==> config.mk <==
export PLATFORM = sky130hd
export DESIGN_NAME = sw_req_arbiter
export DESIGN_NICKNAME = d
export VERILOG_FILES = /design/src/rtl/sw_req_arbiter.sv
export SDC_FILE = /design/constraint.sdc
export NUM_CORES = 1
export LEC_CHECK = 0
export CORE_AREA = 3 3 87 64
export CTS_BUF_LIST = sky130_fd_sc_hd__clkbuf_16
export CTS_CLUSTER_DIAMETER = 30
export DETAILED_ROUTE_END_ITERATION = 6
export DIE_AREA = 0 0 90 67
export GPL_TIMING_DRIVEN = 0
export PLACE_DENSITY_LB_ADDON = 0.1
export SYNTH_ARGS = -nofsm -noshare
export SYNTH_HDL_FRONTEND = slang
export SYNTH_SLANG_ARGS = --single-unit
==> constraint.sdc <==
create_clock -name clk -period 8.5 [get_ports clk]
set_clock_uncertainty 0.05 [all_clocks]
set_input_delay 1.7 -clock clk [delete_from_list [all_inputs] [get_ports clk]]
set_output_delay 1.7 -clock clk [all_outputs]
set_load 0.02 [all_outputs]
==> src/rtl/sw_req_arbiter.sv <==
// Round-robin arbiter sharing the LED display among 8 switch requesters.
// Ports: clk, rst(async low), sw[7:0] req, btn[0] release -> gnt/gnt_idx/gnt_vld/ledr.
module sw_req_arbiter #(
  parameter int HOLD     = 16,
  parameter int SYNC_STG = 2
) (
  input  logic        clk,
  input  logic        rst,
  input  logic [7:0]  sw,
  input  logic [4:0]  btn,
  output logic [7:0]  gnt,
  output logic [2:0]  gnt_idx,
  output logic        gnt_vld,
  output logic [15:0] ledr
);

  localparam int CW = $clog2(HOLD) + 1;
  localparam logic [CW-1:0] CNT_INIT = CW'(HOLD - 1);

  typedef enum logic {IDLE, GRANT} state_t;

  state_t state, state_n;

  logic [7:0]          sw_sync [SYNC_STG];
  logic [SYNC_STG-1:0] rel_sync;
  logic                s_rel_d;
  logic [7:0]          s_req;
  logic                s_rel;
  logic                rel_pulse;

  logic [2:0]    ptr, ptr_n;
  logic [CW-1:0] cnt, cnt_n;
  logic [7:0]    gnt_n;
  logic [2:0]    idx_n;
  logic          vld_n;
  logic [2:0]    win;
  logic          end_g;
  logic          unused_btn;

  assign unused_btn = ^btn[4:1];

  always_ff @(posedge clk or negedge rst) begin
    if (!rst) begin
      for (int i = 0; i < SYNC_STG; i++)
        sw_sync[i] <= '0;
      rel_sync <= '0;
      s_rel_d  <= 1'b0;
    end else begin
      sw_sync[0] <= sw;
      for (int i = 1; i < SYNC_STG; i++)
        sw_sync[i] <= sw_sync[i-1];
      rel_sync <= {rel_sync[SYNC_STG-2:0], btn[0]};
      s_rel_d  <= rel_sync[SYNC_STG-1];
    end
  end

  assign s_req     = sw_sync[SYNC_STG-1];
  assign s_rel     = rel_sync[SYNC_STG-1];
  assign rel_pulse = s_rel & ~s_rel_d;

  // Scan downward so the closest requester at or after ptr wins last.
  always_comb begin
    win = ptr;
    for (int k = 7; k >= 0; k--)
      if (s_req[ptr + 3'(k)])
        win = ptr + 3'(k);
  end

  assign end_g = ~s_req[gnt_idx] | rel_pulse |
                 ((cnt == '0) && |(s_req & ~gnt));

  always_comb begin
    state_n = state;
    gnt_n   = gnt;
    idx_n   = gnt_idx;
    vld_n   = gnt_vld;
    ptr_n   = ptr;
    cnt_n   = cnt;
    unique case (state)
      IDLE: begin
        if (|s_req) begin
          gnt_n   = 8'b1 << win;
          idx_n   = win;
          vld_n   = 1'b1;
          cnt_n   = CNT_INIT;
          state_n = GRANT;
        end else begin
          gnt_n = '0;
          idx_n = '0;
          vld_n = 1'b0;
        end
      end
      GRANT: begin
        if (end_g) begin
          gnt_n   = '0;
          idx_n   = '0;
          vld_n   = 1'b0;
          ptr_n   = gnt_idx + 3'd1;
          state_n = IDLE;
        end else begin
          cnt_n = (cnt == '0) ? '0 : cnt - CW'(1);
        end
      end
    endcase
  end

  always_ff @(posedge clk or negedge rst) begin
    if (!rst) begin
      state   <= IDLE;
      ptr     <= '0;
      cnt     <= '0;
      gnt     <= '0;
      gnt_idx <= '0;
      gnt_vld <= 1'b0;
    end else begin
      state   <= state_n;
      ptr     <= ptr_n;
      cnt     <= cnt_n;
      gnt     <= gnt_n;
      gnt_idx <= idx_n;
      gnt_vld <= vld_n;
    end
  end

  assign ledr = {gnt_vld, 4'b0, gnt_idx, gnt};

endmodule

==> key figures <==
Status
  • Outcome: completed

GRT
  • GRT Overall Usage: 21.3%
  • M1 GR Usage: around 30%
  • Most used routing layer in global routing: met2
  • GRT met3 Usage: under 10%
  • Initial antenna violation count: 0
  • Vias in the first global route: 1980
  • Grt ovf: 0
  • First-pass GRT wire length: 10.0 mm
  • Met2 usage: 32.3%
  • Largest net degree at the start of global routing: slightly above 40

Logic synthesis
  • Synth cell types: 58
  • Share of the synthesized area in the top cell type: 38.0%
  • Main flop type after synthesis: dfrtp_1
  • Async S/R FF share, synth: 100%
  • Seq/Total Area, Yosys: 38.0%
  • Seq cells post-synth: 40
  • Most common cell in the netlist: dfrtp_1
  • Top cells by area, synth: dfrtp_1, mux4_2, mux2i_1
  • Synth top cells by count: dfrtp_1, nand2_1, buf_4, inv_1, mux2i_1
  • Cell Area, Synth: 2640 µm²
  • Mapped Avg Cell Area: between 10 and 15 µm²
  • Syn Inst Count: 246
  • Yosys warnings: 0
  • Post-synth EDFFs: 0
  • Leading area contributor after synthesis: dfrtp_1

Clock network
  • Root Driver: clkbuf_16
  • CTS Hold Bufs: 0
  • Setup Fix Bufs, Post-CTS: 0
  • Resized Gates After CTS: 0
  • Max Root-Sink Buffers: 2
  • CTS Sinks: 40
  • CTS buffer count: 5
  • TritonCTS clock tree: yes
  • Clk_lat worst skew: between 200 and 300 ps
  • Clk slew on worst S/H paths: ~60 ps
  • H-tree levels: 2

Timing
  • Slew of the pin with the lowest slew margin: 866 ps
  • Final Cycle Share: a little over two fifths
  • Worst setup margin: 4780 ps
  • Max Slew Vio Count: 0
  • Setup TNS: 0 ps
  • Setup-failing EPs final: 0
  • Rel. slew slack: between 40% and 50%
  • Peak Freq: 269 MHz
  • Final min period: 3720 ps
  • Hold Vio Cnt, Final: 0
  • RSZ-0062 raised after global routing: no

Final layout
  • Area Growth Syn to Fin: 22.8%
  • Ant diodes: 0
  • Fin nets: between 300 and 400
  • Ratio of cells with drive above 1 in the final layout: between 20% and 30%

Worst setup path
  • Worst path depth: 12
  • RR Startpoint: ptr[1]
  • Max Fanout on Critical Path: 10
  • CP endpoint kind: flop
  • Reg2Reg Depth: 12
  • Critical path class: reg -> reg
  • Crit-path leading delay family: compound AO/OA/AOI/OAI gates
  • Most used cell, CP: buf_2
  • Worst path required time: between 8000 and 9000 ps
  • WP buf/inv: 4
  • Worst setup startpoint: ptr[1]
  • Crit path DAT: approximately 3800 ps
  • Slowest CP cell: mux4_2
  • Crit-path max cell delay: 430 ps
  • Worst Setup Start Kind: flop
  • Crit path cell chain: buf_2 > buf_4 > clkinv_1 > ha_1 > buf_2 > mux4_2 > a221o_1 > a221oi_2 > o21ai_1 > a31oi_1 > nor2_2 > a32o_1

Placed design
  • PortBufs: 34
  • DP HPWL: 4.35 mm
  • Pre-CTS setup slack: 4830 ps
  • Final GP Congestion: 0.848

Routing
  • DRC: 0
  • Drt first pass iters: 4
  • Vias: 2131
  • Final wirelength: about 6.0 mm
  • Routed Antenna Nets: 0
  • DR WL/cell: around 17 µm
  • Number of DRC markers in iteration 0: 230
  • Vias per inst: 5.92

Power and ir drop
  • Worst VDD drop: 178 µV
  • Total power draw: approximately 1.3 mW
  • Lkg Pwr: around 1.4 nW
  • PD cells: 412 nW/µm²

Floorplanning
  • Total die area: 6030 µm²
  • Initial core utilization: roughly 55%
  • Row cnt: 21
  • Core box area: 4780 µm²
  • Die width: 90 µm
  • Die span in y: 67 µm
  • I/O pins: 43

Flow run
  • Max cap viols: 0

Worst hold path
  • Worst Hold Path Cells: 0
  • Min-delay src: sw_sync[14]
  • Hold Path Class: reg -> reg
-- routing by layer --
layer	vias to the layer above	wire, µm
met2	97	2770
met5	-	0
met1	1047	2630
li1	981	-
met3	6	543
met4	0	72
-- state kept, by name (all words and copies together) (netlist names) --
register / cells
sw_sync: 8
s_rel_d: 1
state: 1
gnt_idx: 3
cnt: 5
rel_sync: 2
gnt_vld: 1
s_req: 8
gnt: 8
ptr: 3
-- power by group --
group / switching (mW) / leakage [nW] / internal (mW) / total, mW
Clock: 0.0720 / 0.0814 / 0.138 / 0.210
Combinational: 0.482 / 0.860 / 0.384 / 0.865
Sequential: 0.0307 / 0.479 / 0.226 / 0.257
-- final cells by class --
type | instances | area, µm²
Fill cell | 390 | 1550
Sequential cell | 40 | 1000
Multi-Input combinational cell | 160 | 1380
Clock inverter | 3 | 42.5
Inverter | 17 | 63.8
Buffer | 32 | 204
Tap cell | 69 | 86.3
Clock buffer | 5 | 125
Timing Repair Buffer | 34 | 335
-- stage by stage --
stage / utilization, % / cells / area, µm² / hold slack (ps)
2_1_floorplan: - / 249 / 2650 / 281
3_3_place_gp: 64.3 / 352 / 3070 / 282
3_5_place_dp: 64.2 / 352 / 3070 / 285
4_1_cts: 67.7 / 360 / 3240 / 298
5_1_grt: 67.7 / 360 / 3240 / 304
6_report: 67.7 / 360 / 3240 / 296
-- layout by cell type (no fill, tap or decap), types with 5 or more instances in the layout --
cell type         n
mux2_2            6
nand2_1          22
mux4_2           13
nor3_1            6
buf_4            17
a21oi_1           5
inv_1            16
o22ai_1           6
clkdlybuf4s50_1  33
clkbuf_16         5
o31ai_1           6
o21ai_0           6
buf_2            11
nor2_1            9
mux2i_1          15
dfrtp_1          40
-- path summary, 6_finish.rpt --
path / to / slack [ps]
max: gnt[3] / 4780
min: s_req[6] / 300
max reg2reg: gnt[3] / 4780
min reg2reg: s_req[6] / 300
max in group asynchronous: sw_sync[10] / 6390
min in group asynchronous: gnt[6] / 1480
-- cells by family (layout without fill, tap and decap cells) --
logic type	Yosys count	in the layout	share of synthesized area (%)
xor+xnor	4	4	1.33
simple gates	55	55	10.4
other cells	1	4	0.142
compound gates	56	56	16.2
buf+inv	49	91	10.2
flops	40	40	38.0
mux	37	37	21.9
fa+ha+maj	4	4	1.90
Power figures use the tool's default switching activity.
